### src/rtl/sd_pkg.sv
// Shared types and helpers for the SD byte/word buffer arbiter.
// Lane mapping lives here so the top and any future peers agree on byte order.
package sd_pkg;

  typedef enum logic [1:0] {
    IDLE     = 2'd0,
    TX_SHIFT = 2'd1,
    RX_FILL  = 2'd2,
    RX_OUT   = 2'd3
  } state_t;

  typedef enum logic {
    GRANT_TX = 1'b0,
    GRANT_RX = 1'b1
  } grant_t;

  localparam int BYTES_PER_WORD = 4;

  function automatic logic [1:0] lane_of(input logic [1:0] idx, input logic msb_first);
    return msb_first ? (2'd3 - idx) : idx;
  endfunction

  function automatic logic [31:0] place_byte(input logic [1:0] lane, input logic [7:0] data);
    logic [31:0] word;
    word = 32'h0000_0000;
    word[{lane, 3'b000} +: 8] = data;
    return word;
  endfunction

endpackage

### src/rtl/byte_lane_buf.sv
// 32-bit shared buffer with a full-word load port and a single-lane byte write port.
// A full load wins over a byte write in the same cycle.
module byte_lane_buf
  import sd_pkg::*;
(
  input  logic                          clk,
  input  logic                          rst,
  input  logic                          load_en,
  input  logic [8*BYTES_PER_WORD-1:0]   load_data,
  input  logic                          wr_en,
  input  logic [1:0]                    wr_lane,
  input  logic [7:0]                    wr_data,
  output logic [8*BYTES_PER_WORD-1:0]   data
);

  logic [8*BYTES_PER_WORD-1:0] data_r;

  // buffer storage
  always_ff @(posedge clk) begin
    if (rst) begin
      data_r <= '0;
    end else if (load_en) begin
      data_r <= load_data;
    end else if (wr_en) begin
      data_r[{wr_lane, 3'b000} +: 8] <= wr_data;
    end else begin
      data_r <= data_r;
    end
  end

  assign data = data_r;

endmodule

### src/rtl/sd_byte_word_arbiter.sv
// Arbitrates the shared byte-lane buffer between the TX word path and the RX byte path,
// serialising TX words into bytes and packing RX bytes into words.
module sd_byte_word_arbiter
  import sd_pkg::*;
#(
  parameter bit MSB_FIRST = 1'b1
) (
  input  logic        clk,
  input  logic        rst,
  input  logic [31:0] tx_word,
  input  logic        tx_word_valid,
  output logic        tx_word_ready,
  output logic [7:0]  tx_byte,
  output logic        tx_byte_valid,
  input  logic        tx_byte_ready,
  input  logic [7:0]  rx_byte,
  input  logic        rx_byte_last,
  input  logic        rx_byte_valid,
  output logic        rx_byte_ready,
  output logic [31:0] rx_word,
  output logic [2:0]  rx_word_bytes,
  output logic        rx_word_valid,
  input  logic        rx_word_ready
);

  state_t      state_r, state_nxt_s;
  grant_t      last_grant_r;
  logic [1:0]  idx_r;
  logic [2:0]  cnt_r;
  logic        grant_tx_s, grant_rx_s;
  logic        tx_accept_s, rx_accept_s, rx_fill_accept_s;
  logic        load_en_s, wr_en_s;
  logic [1:0]  wr_lane_s, rd_lane_s;
  logic [31:0] load_data_s, buf_data_s;

  // round-robin grant from the request valids; only meaningful in IDLE
  always_comb begin
    grant_tx_s = 1'b0;
    grant_rx_s = 1'b0;
    if (tx_word_valid && rx_byte_valid) begin
      if (last_grant_r == GRANT_RX) begin
        grant_tx_s = 1'b1;
      end else begin
        grant_rx_s = 1'b1;
      end
    end else begin
      grant_tx_s = tx_word_valid;
      grant_rx_s = rx_byte_valid;
    end
  end

  assign tx_accept_s      = tx_word_valid & tx_word_ready;
  assign rx_accept_s      = rx_byte_valid & rx_byte_ready & (state_r == IDLE);
  assign rx_fill_accept_s = rx_byte_valid & (state_r == RX_FILL);

  assign load_en_s   = tx_accept_s | rx_accept_s;
  assign load_data_s = tx_accept_s ? tx_word : place_byte(lane_of(2'd0, MSB_FIRST), rx_byte);
  assign wr_en_s     = rx_fill_accept_s;
  assign wr_lane_s   = lane_of(cnt_r[1:0], MSB_FIRST);
  assign rd_lane_s   = lane_of(idx_r, MSB_FIRST);

  byte_lane_buf u_buf (
    .clk       (clk),
    .rst       (rst),
    .load_en   (load_en_s),
    .load_data (load_data_s),
    .wr_en     (wr_en_s),
    .wr_lane   (wr_lane_s),
    .wr_data   (rx_byte),
    .data      (buf_data_s)
  );

  // state register
  always_ff @(posedge clk) begin
    if (rst) begin
      state_r <= IDLE;
    end else begin
      state_r <= state_nxt_s;
    end
  end

  // next-state logic
  always_comb begin
    state_nxt_s = state_r;
    case (state_r)
      IDLE: begin
        if (tx_accept_s) begin
          state_nxt_s = TX_SHIFT;
        end else if (rx_accept_s) begin
          state_nxt_s = rx_byte_last ? RX_OUT : RX_FILL;
        end else begin
          state_nxt_s = IDLE;
        end
      end
      TX_SHIFT: begin
        if (tx_byte_ready && (idx_r == 2'(BYTES_PER_WORD - 1))) begin
          state_nxt_s = IDLE;
        end else begin
          state_nxt_s = TX_SHIFT;
        end
      end
      RX_FILL: begin
        if (rx_fill_accept_s && (rx_byte_last || (cnt_r == 3'(BYTES_PER_WORD - 1)))) begin
          state_nxt_s = RX_OUT;
        end else begin
          state_nxt_s = RX_FILL;
        end
      end
      RX_OUT: begin
        if (rx_word_ready) begin
          state_nxt_s = IDLE;
        end else begin
          state_nxt_s = RX_OUT;
        end
      end
      default: state_nxt_s = IDLE;
    endcase
  end

  // byte index, fill count and last-served requester
  always_ff @(posedge clk) begin
    if (rst) begin
      idx_r        <= 2'd0;
      cnt_r        <= 3'd0;
      last_grant_r <= GRANT_RX;
    end else if (tx_accept_s) begin
      idx_r        <= 2'd0;
      last_grant_r <= GRANT_TX;
    end else if (rx_accept_s) begin
      cnt_r        <= 3'd1;
      last_grant_r <= GRANT_RX;
    end else if ((state_r == TX_SHIFT) && tx_byte_ready) begin
      idx_r <= idx_r + 2'd1;
    end else if (rx_fill_accept_s) begin
      cnt_r <= cnt_r + 3'd1;
    end else begin
      idx_r <= idx_r;
    end
  end

  // stream outputs; data buses read zero outside their valid state
  always_comb begin
    tx_word_ready = (state_r == IDLE) & grant_tx_s;
    rx_byte_ready = ((state_r == IDLE) & grant_rx_s) | (state_r == RX_FILL);
    tx_byte_valid = 1'b0;
    tx_byte       = 8'h00;
    rx_word_valid = 1'b0;
    rx_word       = 32'h0000_0000;
    rx_word_bytes = 3'd0;
    case (state_r)
      TX_SHIFT: begin
        tx_byte_valid = 1'b1;
        tx_byte       = buf_data_s[{rd_lane_s, 3'b000} +: 8];
      end
      RX_OUT: begin
        rx_word_valid = 1'b1;
        rx_word       = buf_data_s;
        rx_word_bytes = cnt_r;
      end
      default: begin
        tx_byte_valid = 1'b0;
      end
    endcase
  end

endmodule

### config.mk
export PLATFORM = sky130hd
export DESIGN_NAME = sd_byte_word_arbiter
export DESIGN_NICKNAME = d
export VERILOG_FILES = /design/src/rtl/sd_pkg.sv /design/src/rtl/byte_lane_buf.sv /design/src/rtl/sd_byte_word_arbiter.sv
export SDC_FILE = /design/constraint.sdc
export NUM_CORES = 1
export LEC_CHECK = 0
export CORE_ASPECT_RATIO = 0.75
export CORE_MARGIN = 2
export CORE_UTILIZATION = 46
export CTS_CLUSTER_DIAMETER = 50
export DETAILED_ROUTE_END_ITERATION = 7
export GPL_TIMING_DRIVEN = 0
export PLACE_DENSITY = 0.88
export SYNTH_ARGS = -nofsm -noshare
export SYNTH_HDL_FRONTEND = slang
export SYNTH_SLANG_ARGS = --single-unit
### constraint.sdc
create_clock -name clk -period 3 [get_ports clk]
set_clock_uncertainty 0.15 [all_clocks]
set_input_delay 0.45 -clock clk [delete_from_list [all_inputs] [get_ports clk]]
set_output_delay 0.45 -clock clk [all_outputs]
set_load 0.005 [all_outputs]
# Word-level counts from Yosys, hierarchy flattened
# Index checks and enable logic that the tools add are counted.
# op_classes
mux,25
reduce_logical,12
bitwise,10
eq_ne,6
addsub,5
shift,3
# ops
op,count
$mux 32,4
$bwmux 32,1
$shift 8x7->32 const A,1
$shiftx 32x6->8,1
$shiftx 8x7->32,1
$mux 3,4
$mux 1,11
$mux 8,1
$pmux 2 s4,1
$neg 5->7,1
$and 1x1->1,6
$eq 2x2->1 const B,3
$mux 2,3
$reduce_bool 2->1,3
$logic_and 1x1->1,4
$sub 2x2->2 const A,2
$add 3x1->3 const B,1
$eq 3x2->1 const B,1
$reduce_and 3->1,1
$add 2x1->2 const B,1
$eq 2x1->1 const B,1
$logic_not 2->1,1
$ne 2x2->1 const B,1
$not 1->1,2
other kinds (4),5
# word_totals
register_bits,40
wordCells,66
input_bits,47
output_inout_bits,47

# Depth between registers and ports, before layout
# Gate-level depths: netlist (run 1).
# depth
depth_word,9
ltp_mapped,8
depth_no_buf,6

# Cells and area by module
# Synthesis (run 1) repeated with hierarchy kept, for this count alone.
# hier_totals
cells_unflattened,352
hier_area_um2,2936.6
# modules_own_cells
module,cells_each,seq_area_each_um2,area_each_um2,instances
byte_lane_buf,195,640.6,1664.1,1
sd_byte_word_arbiter,157,160.2,1272.5,1

# Least setup slack after synthesis (run 1)
# OpenSTA, ideal clock, no wires.
# synth_path
path_kind,register to register
start,reg cnt_r[0]
end,reg u_buf.data_r[31] (netlist: u_buf.data[31])
t_required_ns,2.755
path_buffers,0
stages_incl_launch_ff,7
synth_period_minus_slack_ns,2.336
arrival_time_ns,2.090
setup_slack_ns,0.664
setup_time_ns,0.095
path_cell_list,dfxtp_1 inv_1 ha_1 or4b_2 a21oi_2 o21ai_0 a221oi_1
# synth_between
elab_chain_cells,6
elab_cells_between_ends,7
classes_between,2 x add/sub; 2 x shift; 3 x mux
# synth_rtl
item,line_no,rtl
start: declaration,sd_byte_word_arbiter.sv:29,logic [2:0] cnt_r;
start signal: assignment,sd_byte_word_arbiter.sv:135,cnt_r <= cnt_r + 3'd1;
$sub 2x2->2 (*),sd_pkg.sv:20,return msb_first ? (2'd3 - idx) : idx;
$neg 5->7 (*),byte_lane_buf.sv:25,"data_r[{wr_lane, 3'b000} +: 8] <= wr_data;"
$shiftx 8x7->32 / $shift 8x7->32 (equally long branches),byte_lane_buf.sv:25,
$bwmux 32 (*),byte_lane_buf.sv:25,
$mux 32 (*),byte_lane_buf.sv:24,end else if (wr_en) begin
$mux 32 (*),byte_lane_buf.sv:22,end else if (load_en) begin
end signal: assignment,byte_lane_buf.sv:23,data_r <= load_data;
end signal: indexed assignment,byte_lane_buf.sv:25,
end signal: assignment,byte_lane_buf.sv:27,data_r <= data_r;
end: declaration,byte_lane_buf.sv:16,logic [8*BYTES_PER_WORD-1:0] data_r;
# Mark *: on every way between the ends. The rest lies on a longest branch, timed or not. The select of a mux whose other input is x is not followed.
# A chain may end at the register's enable or synchronous reset.

# Worst setup path after layout (run 1)
# layout_path
start,in tx_word_valid
end,out tx_word_ready
# layout_between
elab_chain_cells,3
# layout_rtl
item,line_no,rtl
start: declaration,sd_byte_word_arbiter.sv:11,"input logic tx_word_valid,"
$logic_and 1x1->1,sd_byte_word_arbiter.sv:40,if (tx_word_valid && rx_byte_valid) begin
$mux 1 (*),sd_byte_word_arbiter.sv:40,
$and 1x1->1 (*),sd_byte_word_arbiter.sv:143,tx_word_ready = (state_r == IDLE) & grant_tx_s;
end: declaration,sd_byte_word_arbiter.sv:12,"output logic tx_word_ready,"
# Mark *: on every way between the ends. The rest lies on a longest branch, timed or not.

==> run_results.csv, run 1 <==
group,metric,value,unit
cts,htree_levels,2,
setup_path,critical_path.slowest_cell,"clkdlybuf4s50_1",
timing,slew_headroom,52.7,%
yosys,synth-edff-count,0,
cts,hold_buffers,0,
yosys,ys_async_sr_fraction,0,%
floorplan,dieArea,6480,um2
global_routing,grt_max_degree,19,
floorplan,initial_utilization,46.9,%
timing,timing.setup.tns,0,ps
floorplan,io_pins,94,
setup_path,critical_path_peak_fanout,18,
detailed_routing,wl_per_cell,18.9,um
power,power.internal,1250,uW
yosys,ys_seq_area_share,29.8,%
placement,placed_area,3700,um2
detailed_routing,routed_via_density,6.07,
yosys,netlist_area,2690,um2
yosys,yosys_warnings,0,
power,switching_share,33.9,%
setup_path,critical_path_class,"input port to output port",
global_routing,antenna_found_initial,0,
timing,hold_violations,0,
power,p_seq_share,37.1,%
power,switchingPower,642,uW
detailed_routing,antenna_left,0,
floorplan,rows,24,
timing,hold_ws,335,ps
global_routing,grt_usage,28.7,%
cts,clock_sinks,40,
yosys,synth_fp_nets,366,
detailed_routing,routed_wirelength,9.21,mm
setup_path,cp_common_cell,"clkdlybuf4s50_1",
setup_path,path_delay_family,"buffers and inverters",
power,ir_drop,0.289,mV
yosys,synth_area_per_cell,8.61,um2
finish,drive_gt1_share,11.0,%
timing,worst_slew_pin_slew,709,ps
timing,fmax,344,MHz
cts,tritoncts,"yes",
yosys,ys_seq_elements,40,
finish,nets,463,
power,p_leak,0.00146,uW
min_path,hp-class,"register to register",
timing,period_needed,2910,ps
setup_path,path_buf_inv,4,
cts,clkLatencyLatePin,290,ps
power,total_power,1890,uW
global_routing,grt_pass1_wl,14.5,mm
timing,rsz0062_at_grt,"false",
finish,seq_area,801,um2
yosys,synth_ff_type,"dfxtp_1",
yosys,syn-instance-count,312,
setup_path,path_cells,"clkdlybuf4s50_1 > nor2b_1 > clkbuf_2 > and3_1 > buf_4 > clkdlybuf4s50_1",
power,power_frac_clock,27.4,%
floorplan,coreArea,5740,um2
global_routing,grt_pass1_vias,2757,
timing,fin_crit_sh,97.0,%
status,status,"finished, final reports clean",
finish,num-fill-cells,473,
timing,setup_viol,0,
placement,hpwl,7.04,mm
cts,cts-buffers-inserted,5,
power,powerDensity,495,nW/um2
finish,finish.utilization,66.7,%
finish,area_growth,42.3,%
yosys,synth_cell_types,40,
flow_run,drv_cap,0,
detailed_routing,drt_first_pass_iters,5,
floorplan,die_y,70.2,um
timing,slew_viol_final,0,
floorplan,die_w,92.3,um
setup_path,cp.arrival,2310,ps
setup_path,end_kind,"output port",
power,comb_power_share,35.6,%
cts,cts-root-buf,"clkbuf_8",
global_routing,grt-ovfl-total,0,
setup_path,startpoint_type,"input port",
detailed_routing,drtIter0Drc,302,
cts,path_clk_slew,70,ps
cts,cts_buffer_depth,2,
placement,gp_congestion,0.950,
finish,final_area,3820,um2
finish,antenna_cells,0,
detailed_routing,drc,0,
detailed_routing,vias,2956,
finish,multi_input_area,1630,um2
placement,port_buffers,91,
setup_path,cpPeakStageDelay,550,ps
setup_path,required,2400,ps
==> area by class of cell <==
type	count	share of cell area, %
multi-input combinational	211	42.7
timing repair buffer	91	23.8
sequential	40	20.9
buffer	32	3.86
inverter	28	2.75
tap	78	2.55
clock buffer	5	1.80
clock inverter	2	1.57
==> synthesized netlist by cell type (all sizes together), types with 4 or more instances <==
cell type	count	share of area (%)
a211oi	32	8.9
a21oi	18	3.9
a221oi	24	9.7
a22oi	5	1.4
and2	10	2.3
and3	37	8.6
buf	10	2.3
clkbuf	23	3.3
dfxtp	40	30
ha	7	3.3
inv	28	3.9
mux4	8	6.7
nand2	22	3.1
nand2b	6	1.4
nor3	4	0.74
o21ai	9	1.7
or2	4	1.0
==> metal layers <==
layer	vias up	GRT usage, %	share of wire, %
li1	1359	-	-
met1	1385	39.1	42
met2	191	46.4	46
met3	21	6.04	10
met4	0	7.63	2.1
met5	-	0	0
==> sequential cells by signal, indices dropped and copies added (netlist names) <==
register / cells
u_buf.data: 32
cnt_r: 3
idx_r: 2
state_r: 2
last_grant_r: 1
==> power groups by stage <==
stage | logic, uW | registers [uW] | clock network [uW]
after global placement | 640 | 702 | 0
final | 673 | 701 | 518
after floorplan | 436 | 667 | 0
after global routing | 732 | 708 | 538
after detailed placement | 658 | 709 | 0
after CTS | 659 | 696 | 521
==> repair_timing <==
item / CTS / global route
resized for setup: 1 / 2
setup buffers: 0 / 0
cloned: 0 / 0
pin swaps: 0 / 0
endpoints found under the setup margin: 1 / 1
==> worst register-to-register path, delay by kind of cell (launching register included) <==
kind            cells  cell delay [ps]
flops               1              530
fa+ha+maj           1              430
compound gates      3              660
simple gates        1              650
buf+inv             1              180
==> cell usage in the layout (no fill, tap or decap), types with 10 or more instances in the layout <==
cell type / count
a211oi_1: 32
a21oi_1: 14
a221oi_1: 16
and2_1: 10
and3_1: 37
clkbuf_1: 21
clkdlybuf4s50_1: 91
dfxtp_1: 40
inv_1: 28
nand2_1: 22
==> final timing paths <==
check	from	to	slack, ps	depth (start not counted)
worst min register to register	u_buf.data[10]$_SDFFE_PP0P_	u_buf.data[10]$_SDFFE_PP0P_	340	2
worst max register to register	cnt_r[0]$_SDFFE_PP0P_	u_buf.data[29]$_SDFFE_PP0P_	290	6
worst max-delay path	tx_word_valid	tx_word_ready	90	6
worst min-delay path	u_buf.data[10]$_SDFFE_PP0P_	u_buf.data[10]$_SDFFE_PP0P_	340	2
==> stage by stage <==
stage / std cells / setup WS, ps
6_report: 487 / 91.2
5_1_grt: 487 / 11.6
4_1_cts: 487 / 49.6
3_5_place_dp: 481 / -148
3_3_place_gp: 481 / -136
2_1_floorplan: 312 / 664
==> kinds of logic (layout without fill, tap and decap cells) <==
family          count (synthesis)  in the layout  share of synthesized area [%]
compound gates                 99             99                           29.6
simple gates                   94             94                           20.2
buf+inv                        61            158                           9.45
flops                          40             40                           29.8
mux                             9              9                           7.08
fa+ha+maj                       7              7                           3.26
xor+xnor                        2              2                          0.652
Note: power is estimated with default switching activity, not from simulation.
==> run 2, diff against run 1 <==
--- a/config.mk
+++ b/config.mk
@@ -7,11 +7,11 @@
 export LEC_CHECK = 0
 export CORE_ASPECT_RATIO = 0.75
 export CORE_MARGIN = 2
-export CORE_UTILIZATION = 46
+export CORE_UTILIZATION = 41
 export CTS_CLUSTER_DIAMETER = 50
 export DETAILED_ROUTE_END_ITERATION = 7
 export GPL_TIMING_DRIVEN = 0
-export PLACE_DENSITY = 0.88
+export PLACE_DENSITY = 0.84
 export SYNTH_ARGS = -nofsm -noshare
 export SYNTH_HDL_FRONTEND = slang
 export SYNTH_SLANG_ARGS = --single-unit
==> constraint.sdc (replaced) <==
create_clock -name clk -period 2.67 [get_ports clk]
set_clock_uncertainty 0.15 [all_clocks]
set_input_delay 0.4005 -clock clk [delete_from_list [all_inputs] [get_ports clk]]
set_output_delay 0.4005 -clock clk [all_outputs]
set_load 0.005 [all_outputs]
==> run_results.csv, run 2 (synthesized netlist as in run 1, its figures left out) <==
group,metric,value,unit
detailed_routing,vias,2995,
finish,final_common_cell,"clkdlybuf4s50_1",
setup_path,reg2reg_to,"u_buf.data[30]$_SDFFE_PP0P_",
setup_path,startpoint_type,"input port",
cts,cts_buffer_depth,2,
min_path,hp-class,"input port to register",
global_routing,grt_max_degree,15,
min_path,worstHoldStart,"rx_byte_valid",
power,powerDensity,542,nW/um2
setup_path,critical_path_class,"input port to output port",
setup_path,critical_path.slowest_cell,"clkdlybuf4s50_1",
power,ir_drop,0.273,mV
setup_path,cp.arrival,2060,ps
global_routing,grt-ovfl-total,0,
global_routing,grt_pass1_vias,2840,
min_path,hold_depth,3,
floorplan,io_pins,94,
cts,clock_sinks,40,
setup_path,reg2reg_slack,160,ps
cts,cts-buffers-inserted,5,
setup_path,path_delay_family,"buffers and inverters",
finish,antenna_cells,0,
finish,nets,467,
finish,layout_common_cells,"clkdlybuf4s50_1 (91), dfxtp_1 (39), and3_1 (37), a211oi_1 (32), inv_1 (28)",
timing,hold_violations,0,
placement,placed_cells,484,
floorplan,rows,25,
finish,finish.utilization,61.3,%
timing,rsz0062_at_grt,"false",
setup_path,critical_path_peak_fanout,3,
finish,area_growth,44.1,%
finish,instances_no_fill,495,
detailed_routing,routed_via_density,6.05,
placement,gp_congestion,0.929,
cts,htree_levels,2,
global_routing,antenna_found_initial,0,
setup_path,cp_common_cell,"clkdlybuf4s50_1",
cts,cts-root-buf,"clkbuf_8",
power,p_leak,0.00149,uW
min_path,hold_end,"last_grant_r$_SDFFE_PP1P_",
placement,port_buffers,91,
setup_path,path_buf_inv,5,
floorplan,coreArea,6320,um2
cts,clkLatencyLatePin,300,ps
power,total_power,2100,uW
timing,hold_ws,294,ps
setup_path,cpPeakStageDelay,510,ps
detailed_routing,wl_per_cell,19.0,um
status,status,"finished, final reports clean",
setup_path,required,2120,ps
setup_path,crit_start,"tx_word_valid",
global_routing,grt_usage,25.5,%
flow_run,drv_cap,0,
floorplan,initial_utilization,42.5,%
detailed_routing,drt_first_pass_iters,5,
timing,period_needed,2610,ps
timing,slew_headroom,54.4,%
placement,hpwl,7.07,mm
finish,drive_gt1_share,14.0,%
cts,hold_buffers,0,
setup_path,reg2reg_depth,6,
global_routing,grt_pass1_wl,14.5,mm
timing,slew_viol_final,0,
timing,fin_crit_sh,97.7,%
cts,path_clk_slew,80,ps
setup_path,reg2reg_from,"cnt_r[0]$_SDFFE_PP0P_",
timing,worst_slew_pin_slew,684,ps
timing,setup_viol,0,
detailed_routing,antenna_left,0,
setup_path,end_kind,"output port",
setup_path,path_cells,"clkdlybuf4s50_1 > nor2b_1 > clkbuf_4 > and3_1 > buf_6 > buf_8 > clkdlybuf4s50_1",
floorplan,die_w,97.5,um
finish,largest_register_ffs,32,
floorplan,die_y,74.1,um
timing,fmax,383,MHz
floorplan,dieArea,7230,um2
detailed_routing,drc,0,
cts,tritoncts,"yes",
detailed_routing,drtIter0Drc,337,
detailed_routing,routed_wirelength,9.40,mm
==> run 2: cell count changes in the layout (fill, tap and decap cells not counted), sizes merged <==
| cell | delta |
|---|---|
| buf | +3 |
| bufinv | -1 |
| clkbuf | +1 |
| clkinvlp | +1 |
| inv | +1 |
==> run 2: timing repair <==
item | 4_1_cts | 5_1_grt
setup buffers | 2 | 1
setup endpoints to repair | 1 | 60
gates resized for setup | 7 | 15
pin swaps | 0 | 0
==> run 2: worst max-delay path by stage <==
stage                     cells past startpoint                          end
after floorplan                               6  u_buf.data[31]$_SDFFE_PP0P_
after global placement                        7                tx_word_ready
after detailed placement                      7                tx_word_ready
after CTS                                     4                   tx_byte[0]
after global routing                          4                  rx_word[22]
final                                         7                tx_word_ready
==> run 2: metal layers <==
metal	routed length [um]	global-route usage [%]	vias up
li1	-	-	1366
met1	3770	33.2	1388
met2	4320	42.5	204
met3	1020	6.02	37
met4	287	9.10	0
met5	0	0	-
==> run 2: through the flow <==
stage | TNS (ps) | setup WS [ps] | cell area (um2)
detailed placement | -370 | -370 | 3700
global route | 0 | 3.69 | 3870
finish | 0 | 62.0 | 3870
CTS | 0 | 5.36 | 3850
floorplan | 0 | 334 | 2690
global placement | -365 | -365 | 3700
==> run 2: worst reg2reg max path: stages, from the launching register on <==
cell	delay, ps
dfxtp_2	430
inv_1	130
ha_1	410
or4b_2	650
a21oi_2	240
o21ai_0	140
a221oi_1	270
==> run 2: layout make-up <==
| type | instances | area, um2 |
|---|---|---|
| Clock inverter | 3 | 46.3 |
| Sequential cell | 40 | 802 |
| Fill cell | 510 | 2450 |
| Clock buffer | 5 | 68.8 |
| Buffer | 33 | 179 |
| Timing Repair Buffer | 94 | 933 |
| Tap cell | 81 | 101 |
| Multi-Input combinational cell | 211 | 1640 |
| Inverter | 28 | 105 |
==> run 2: where the power goes <==
part | leakage (uW) | total, uW | switching [uW] | internal (uW)
sequential | 0.000330 | 786 | 95.2 | 690
clock | 0.0000548 | 525 | 243 | 282
combinational | 0.00111 | 791 | 423 | 368
